<file path="src/rtl/cv32e40p_snn_pkg.sv">
// Shared types and sizing for the cv32e40p SNN extension membrane cache.
// The LIF datapath honours the SNN_LIF_SATURATE_EN build macro (see cv32e40p_snn_lif_neuron).
package cv32e40p_snn_pkg;

    localparam int unsigned SNN_MEM_ROWS = 8;
    localparam int unsigned SNN_MEM_COLS = 16;
    localparam int unsigned SNN_MEM_DW   = 16;

    typedef enum logic [1:0] {
        IDLE,
        READ,
        WRITE,
        DONE
    } lif_state_e;

    typedef logic signed [SNN_MEM_DW-1:0] snn_neuron_t;

endpackage

</file>
<file path="src/rtl/cv32e40p_snn_lif_neuron.sv">
// Combinational LIF update for one neuron: leak, integrate, threshold, reset.
// SNN_LIF_SATURATE_EN selects clamping instead of two's-complement wrap on narrowing.
module cv32e40p_snn_lif_neuron #(
    parameter int unsigned DW = 16
) (
    input  logic signed [DW-1:0] v_i,
    input  logic signed [DW-1:0] cur_i,
    input  logic signed [DW-1:0] thr_i,
    input  logic                 leak_en_i,
    input  logic [1:0]           leak_shift_i,
    input  logic                 reset_mode_i,
    output logic signed [DW-1:0] v_o,
    output logic                 spike_o
);

    logic signed [DW-1:0] leaked;
    logic signed [DW-1:0] sum;
    logic        [DW:0]   sum_w;
    logic        [DW:0]   sub_w;

    // Bring a DW+1 bit result back to DW bits.
    function automatic logic signed [DW-1:0] narrow(input logic [DW:0] x);
`ifdef SNN_LIF_SATURATE_EN
        if (x[DW] != x[DW-1]) begin
            return x[DW] ? {1'b1, {(DW-1){1'b0}}} : {1'b0, {(DW-1){1'b1}}};
        end
`endif
        return x[DW-1:0];
    endfunction

    always_comb begin
        leaked  = leak_en_i ? (v_i >>> leak_shift_i) : v_i;
        sum_w   = {leaked[DW-1], leaked} + {cur_i[DW-1], cur_i};
        sum     = narrow(sum_w);
        spike_o = (sum >= thr_i);
        sub_w   = {sum[DW-1], sum} - {thr_i[DW-1], thr_i};
        if (!spike_o) begin
            v_o = sum;
        end else if (reset_mode_i) begin
            v_o = narrow(sub_w);
        end else begin
            v_o = '0;
        end
    end

endmodule

</file>
<file path="src/rtl/cv32e40p_snn_lif_ctrl.sv">
// Row-serial LIF sequencer: two cycles per row (read, then compute + write back).
// Datapath narrowing follows SNN_LIF_SATURATE_EN in cv32e40p_snn_lif_neuron.
module cv32e40p_snn_lif_ctrl
    import cv32e40p_snn_pkg::*;
#(
    parameter int unsigned ROWS = SNN_MEM_ROWS,
    parameter int unsigned COLS = SNN_MEM_COLS,
    parameter int unsigned DW   = SNN_MEM_DW
) (
    input  logic                     clk,
    input  logic                     rst,
    input  logic                     start_i,
    input  logic                     abort_i,
    input  logic                     leak_en_i,
    input  logic [1:0]               leak_shift_i,
    input  logic [DW-1:0]            threshold_i,
    input  logic                     reset_mode_i,
    output logic                     busy_o,
    output logic                     done_o,
    output logic                     mem_rd_en_o,
    output logic [$clog2(ROWS)-1:0]  mem_addr_o,
    input  logic [COLS*DW-1:0]       mem_rdata_i,
    input  logic [COLS*DW-1:0]       cur_rdata_i,
    output logic                     mem_we_o,
    output logic [COLS*DW-1:0]       mem_wdata_o,
    output logic                     spike_we_o,
    output logic [COLS-1:0]          spike_o
);

    localparam int unsigned AW = $clog2(ROWS);
    localparam logic [AW-1:0] LAST_ROW = AW'(ROWS - 1);

    lif_state_e           state_q;
    logic                 busy_q;
    logic                 done_q;
    logic                 rd_en_q;
    logic                 we_q;
    logic [AW-1:0]        addr_q;
    logic                 leak_en_q;
    logic [1:0]           shift_q;
    logic signed [DW-1:0] thr_q;
    logic                 mode_q;

    logic [COLS*DW-1:0]   new_v;
    logic [COLS-1:0]      spike_vec;

    always_ff @(posedge clk) begin
        if (rst) begin
            state_q   <= IDLE;
            busy_q    <= 1'b0;
            done_q    <= 1'b0;
            rd_en_q   <= 1'b0;
            we_q      <= 1'b0;
            addr_q    <= '0;
            leak_en_q <= 1'b0;
            shift_q   <= '0;
            thr_q     <= '0;
            mode_q    <= 1'b0;
        end else if (abort_i && state_q != IDLE) begin
            state_q <= IDLE;
            busy_q  <= 1'b0;
            done_q  <= 1'b0;
            rd_en_q <= 1'b0;
            we_q    <= 1'b0;
            addr_q  <= '0;
        end else begin
            case (state_q)
                IDLE: begin
                    done_q <= 1'b0;
                    if (start_i) begin
                        state_q   <= READ;
                        busy_q    <= 1'b1;
                        rd_en_q   <= 1'b1;
                        addr_q    <= '0;
                        leak_en_q <= leak_en_i;
                        shift_q   <= leak_shift_i;
                        thr_q     <= threshold_i;
                        mode_q    <= reset_mode_i;
                    end
                end
                READ: begin
                    state_q <= WRITE;
                    rd_en_q <= 1'b0;
                    we_q    <= 1'b1;
                end
                WRITE: begin
                    we_q <= 1'b0;
                    if (addr_q == LAST_ROW) begin
                        state_q <= DONE;
                        busy_q  <= 1'b0;
                        done_q  <= 1'b1;
                    end else begin
                        state_q <= READ;
                        rd_en_q <= 1'b1;
                        addr_q  <= addr_q + 1'b1;
                    end
                end
                DONE: begin
                    state_q <= IDLE;
                    done_q  <= 1'b0;
                    addr_q  <= '0;
                end
                default: state_q <= IDLE;
            endcase
        end
    end

    for (genvar g = 0; g < COLS; g++) begin : g_neuron
        cv32e40p_snn_lif_neuron #(
            .DW(DW)
        ) u_neuron (
            .v_i         (mem_rdata_i[g*DW +: DW]),
            .cur_i       (cur_rdata_i[g*DW +: DW]),
            .thr_i       (thr_q),
            .leak_en_i   (leak_en_q),
            .leak_shift_i(shift_q),
            .reset_mode_i(mode_q),
            .v_o         (new_v[g*DW +: DW]),
            .spike_o     (spike_vec[g])
        );
    end

    assign busy_o      = busy_q;
    assign done_o      = done_q;
    assign mem_rd_en_o = rd_en_q;
    assign mem_addr_o  = addr_q;
    assign mem_we_o    = we_q;
    assign spike_we_o  = we_q;
    // Read data is only valid in the write cycle, so the update is driven combinationally there.
    assign mem_wdata_o = we_q ? new_v : '0;
    assign spike_o     = we_q ? spike_vec : '0;

endmodule

</file>
<file path="config.mk">
export PLATFORM = sky130hd
export DESIGN_NAME = cv32e40p_snn_lif_ctrl
export DESIGN_NICKNAME = d
export VERILOG_FILES = /design/src/rtl/cv32e40p_snn_pkg.sv /design/src/rtl/cv32e40p_snn_lif_neuron.sv /design/src/rtl/cv32e40p_snn_lif_ctrl.sv
export SDC_FILE = /design/constraint.sdc
export NUM_CORES = 2
export LEC_CHECK = 0
export BUFFER_PORTS_ARGS = -buffer_cell sky130_fd_sc_hd__buf_2
export CAP_MARGIN = 10
export CORE_AREA = 5 5 313 315
export DETAILED_ROUTE_END_ITERATION = 10
export DIE_AREA = 0 0 318 320
export MAX_ROUTING_LAYER = met4
export PLACE_DENSITY = 0.55
export REMOVE_ABC_BUFFERS = 1
export SLEW_MARGIN = 20
export SYNTH_ARGS = -nofsm -noshare
export SYNTH_HDL_FRONTEND = slang
export SYNTH_SLANG_ARGS = --single-unit
</file>
<file path="constraint.sdc">
create_clock -name clk -period 7.5 [get_ports clk]
set_input_delay 0.75 -clock clk [delete_from_list [all_inputs] [get_ports clk]]
set_output_delay 0.75 -clock clk [all_outputs]
set_load 0.02 [all_outputs]
</file>
==> results.txt <==
The run finished with clean final reports. CTS built an H-tree with a depth of 2. The number of endpoints failing setup at the final stage came out at 0. The fraction of the yosys area taken by sequential cells is 1.74%. STA classifies the critical path startpoint as a register. The total track usage is 27.1%. The synthesized design contains 0 enable-type register cells. The number of max-slew violations in the final report is 0.

The setup slack at placement came out at 358 ps. The area growth from synthesis to layout is 17.6%. The number of hold buffers added after CTS was 0. The number of nets in the finished design is 6404.

The insertion delay of the later-clocked pin in the worst-skew pair came out at 280 ps. In the post-synthesis netlist, the biggest area contributors are ha_1 (19%), mux2_2 (9.2%), xnor2_1 (7.6%), a21oi_1 (6.0%), nor2_1 (5.0%). After technology mapping, the gate count stands at 4622. The share of synthesized flip-flops with an asynchronous set or reset is 0%. The number of global-route vias before repair is 35323. For this run, the top clock speed supported by timing is 139 MHz. CTS placed an instance of clkbuf_16 at the clock tree root. The number of failing hold endpoints at the final stage was 0. The number of flip-flops and latches in the synthesized netlist is 29. Cells with a size suffix above 1 make up 23.2% of the layout. For hold timing, the worst endpoint is thr_q[11].

Setup repair after global routing left no endpoint under its margin. The cell count of the worst reg-to-reg path is 5. After clock tree synthesis, the clock-pin slew on the worst setup and hold paths is 50 ps. The number of primary I/O pins came out at 816.

Dividing the detail-routed via count by the number of cells gives 5.71. For the finished layout, the period the worst path requires is 7200 ps. The setup slack of the worst register-to-register path came out at 5560 ps. The global-route wire length before repair came out at 213000 µm.

The standby leakage power came out at 17.7 nW. The per-cell routed wire length is 21.9 µm. The final layout contains routed wiring with a total length of 145000 µm. The clock net in this run drives a total of 29 sinks.

The slew of the pin with the lowest slew margin came out at 1070 ps. The number of synthesis warnings is 0. Data on the critical path arrives at its endpoint at 6450 ps. The final global-route overflow total is 0.

The worst-case setup margin in the final layout came out at 299 ps. The data required time at the worst endpoint is 6750 ps. The total die area came out at 0.102 mm². The CTS tree is built. In this run, CTS created clock tree buffers numbering 5.

The number of detailed-routing iterations run before antenna repair came out at 5. The start point of the worst hold path is thr_q[11]. In the routed design, unresolved DRC markers number 0.

The worst register-to-register path begins at state_q[0]. After floorplanning, the core was divided into 113 placement rows. The core outline area came out at 0.0946 mm². The number of nets still failing antenna checks after routing is 0.

The total number of vias came out at 37856. The tool flagged a number of max-cap violations equal to 0. The pin count of the biggest net entering global routing came out at 152. The share of the clock period used by the worst path after layout is 96.0%. Input and output buffers added on the ports amount to 815. The maximum buffer depth of the clock tree came out at 2. At the end of routability-driven placement, the weighted congestion stood at 0.946. In this run the biggest area consumer among cell types represents 18.9% of the synthesized area.

The area of all placed cells without fillers came out at 0.0393 mm². The number of antenna violations at the first check in global routing came out at 41. The synthesized area per cell came out at 7.22 µm². The largest vdd supply drop is 0.103 mV. The HPWL after detailed placement is 120000 µm. The starting density of the core came out at 35.3%. The post-route clock skew came out at 1.54 ps. The worst reg2reg path endpoint is shift_q[0]. In this run the worst path has a maximum fanout of 37. The post-synth design cell area came out at 0.0334 mm².

Summed over all instances, the cell type with the most area after synthesis is ha_1. Summing all placed instances gives a cell area of 0.0390 mm². The power per cell area is 241 mW/mm². The most used flip-flop cell after synthesis is dfxtp_1.

The worst hold path passes through 2 cells. The path class of the tightest hold or removal check is register to register. After the first detailed-routing iteration, the DRC count stood at 2606. The endpoint type of the worst setup path is an output pin.

The die is 318 µm wide. The worst setup path is of the register to output pin kind. The total power came out at 0.00946 W. From bottom edge to top edge, the die measures 320 µm. In this run the tightest slew margin relative to its limit is 28.2%.

The distinct cell type count after synthesis is 87.
[sequential cells by signal, summed over array words and instances (netlist names)]
| name | cells |
|---|---|
| mode_q | 1 |
| state_q | 2 |
| thr_q | 16 |
| busy_o | 1 |
| leak_en_q | 1 |
| mem_addr_o | 3 |
| mem_we_o | 1 |
| mem_rd_en_o | 1 |
| shift_q | 2 |
| done_o | 1 |
[cell families (layout without fill, tap and decap cells)]
| logic type | after synthesis | after routing | share of synthesized area, % |
|---|---|---|---|
| AO/OA/AOI/OAI | 1575 | 1575 | 31.3 |
| AND/OR/NAND/NOR | 1308 | 1308 | 18.0 |
| adder cells (fa/ha/maj) | 535 | 535 | 20.8 |
| XOR/XNOR | 410 | 410 | 10.8 |
| multiplexers | 405 | 405 | 13.2 |
| buffers and inverters | 360 | 1072 | 4.19 |
| flip-flops | 29 | 29 | 1.74 |
| other | 0 | 34 | 0 |
[synthesized netlist by cell type, types with 50 or more instances]
| master | number |
|---|---|
| a21o_1 | 138 |
| a31oi_1 | 78 |
| nor2_1 | 443 |
| mux2i_1 | 133 |
| clkbuf_1 | 125 |
| a21oi_1 | 402 |
| nor3_1 | 98 |
| o21a_1 | 66 |
| inv_1 | 179 |
| nand2b_1 | 53 |
| nor2b_1 | 54 |
| xor2_1 | 121 |
| and3_1 | 53 |
| o21ai_0 | 307 |
| mux2_2 | 272 |
| a22o_1 | 187 |
| xnor2_1 | 289 |
| nand3_1 | 81 |
| nand2_1 | 350 |
| o21bai_1 | 50 |
| ha_1 | 503 |
[layout make-up]
cell class | count | area [µm²]
flip-flops and latches | 29 | 594
fillers | 10136 | 55300
multi-input cells | 4233 | 31400
inverters | 179 | 672
diodes | 34 | 85.1
well taps | 1265 | 1580
clock inverters | 3 | 17.5
clock buffers | 5 | 125
repair buffers | 885 | 4730
[worst max-delay path by stage]
stage | from | endpoint | slack [ps] | cells after the start
3_5_place_dp | shift_q[0] | mem_wdata_o[93] | 360 | 22
4_1_cts | shift_q[0] | mem_wdata_o[93] | 60 | 22
3_3_place_gp | shift_q[0] | mem_wdata_o[7] | 520 | 24
2_1_floorplan | shift_q[1] | mem_wdata_o[190] | -7860 | 17
5_1_grt | shift_q[0] | mem_wdata_o[235] | 0.4 | 22
6_report | shift_q[0] | mem_wdata_o[73] | 300 | 23
[through the flow]
| step | utilization [%] | hold WS (ps) | cells | TNS (ps) |
|---|---|---|---|---|
| after floorplan | - | 430 | 4441 | -1960370 |
| after global placement | 41.2 | 456 | 6587 | 0 |
| after detailed placement | 41.2 | 460 | 6587 | 0 |
| after CTS | 41.3 | 467 | 6595 | 0 |
| after global routing | 41.5 | 485 | 6625 | 0 |
| final | 41.5 | 466 | 6633 | 0 |
[critical path: stages (launching register included)]
cell,delay [ps]
dfxtp_4,500
buf_12,290
buf_4,310
o21ai_0,190
o22ai_1,140
nor2_1,70
ha_1,220
fa_1,440
a21o_1,180
a21o_1,190
a21oi_1,180
o21ai_0,220
a41oi_1,320
nor2b_1,200
xnor2_1,200
ha_1,330
o21ai_0,250
a31oi_1,60
o21ai_0,150
a41oi_1,150
a21oi_1,440
and2_1,600
a22o_1,300
buf_2,190
[placed cells by master, fill, tap and decap left out, types with 24 or more instances in the layout]
master    count
dfxtp_1      24
o31ai_1      27
buf_2       815
o21bai_1     50
xor2_1      121
mux2_2      272
fa_1         32
inv_1       163
nor3_1       98
and2_1       25
a21oi_1     401
and3_1       53
nand3_1      81
a22o_1      187
o21a_1       66
o21ai_0     307
a31oi_1      78
or3_1        37
a211oi_1     46
mux2i_1     133
nand2_1     349
nand2b_1     53
o211ai_1     45
diode_2      34
buf_4        60
a21o_1      138
nor2_1      442
nand4_1      47
nor2b_1      54
o22ai_1      40
ha_1        503
xnor2_1     289
[layer usage]
layer | share of wire (%) | GRT usage (%) | vias to the layer above | wire length, µm
li1 | - | - | 18814 | -
met1 | 43 | 33.5 | 17639 | 62600
met2 | 47 | 46.0 | 1250 | 68800
met3 | 6.8 | 4.79 | 153 | 9850
met4 | 2.7 | 6.61 | 0 | 3870
met5 | 0 | - | - | 0
[timing repair]
action	CTS	global route
resized for setup	0	4
endpoints found under the setup margin	0	150
hold endpoints to repair	0	0
buffers inserted	0	4
[where the power goes]
| part | switching, W | total, W | internal (W) |
|---|---|---|---|
| Combinational | 0.00534 | 0.00905 | 0.00372 |
| Clock | 0.0000751 | 0.000197 | 0.000121 |
| Sequential | 0.0000335 | 0.000209 | 0.000175 |
| Total | 0.00545 | 0.00946 | 0.00401 |
Power figures use the tool's default switching activity.
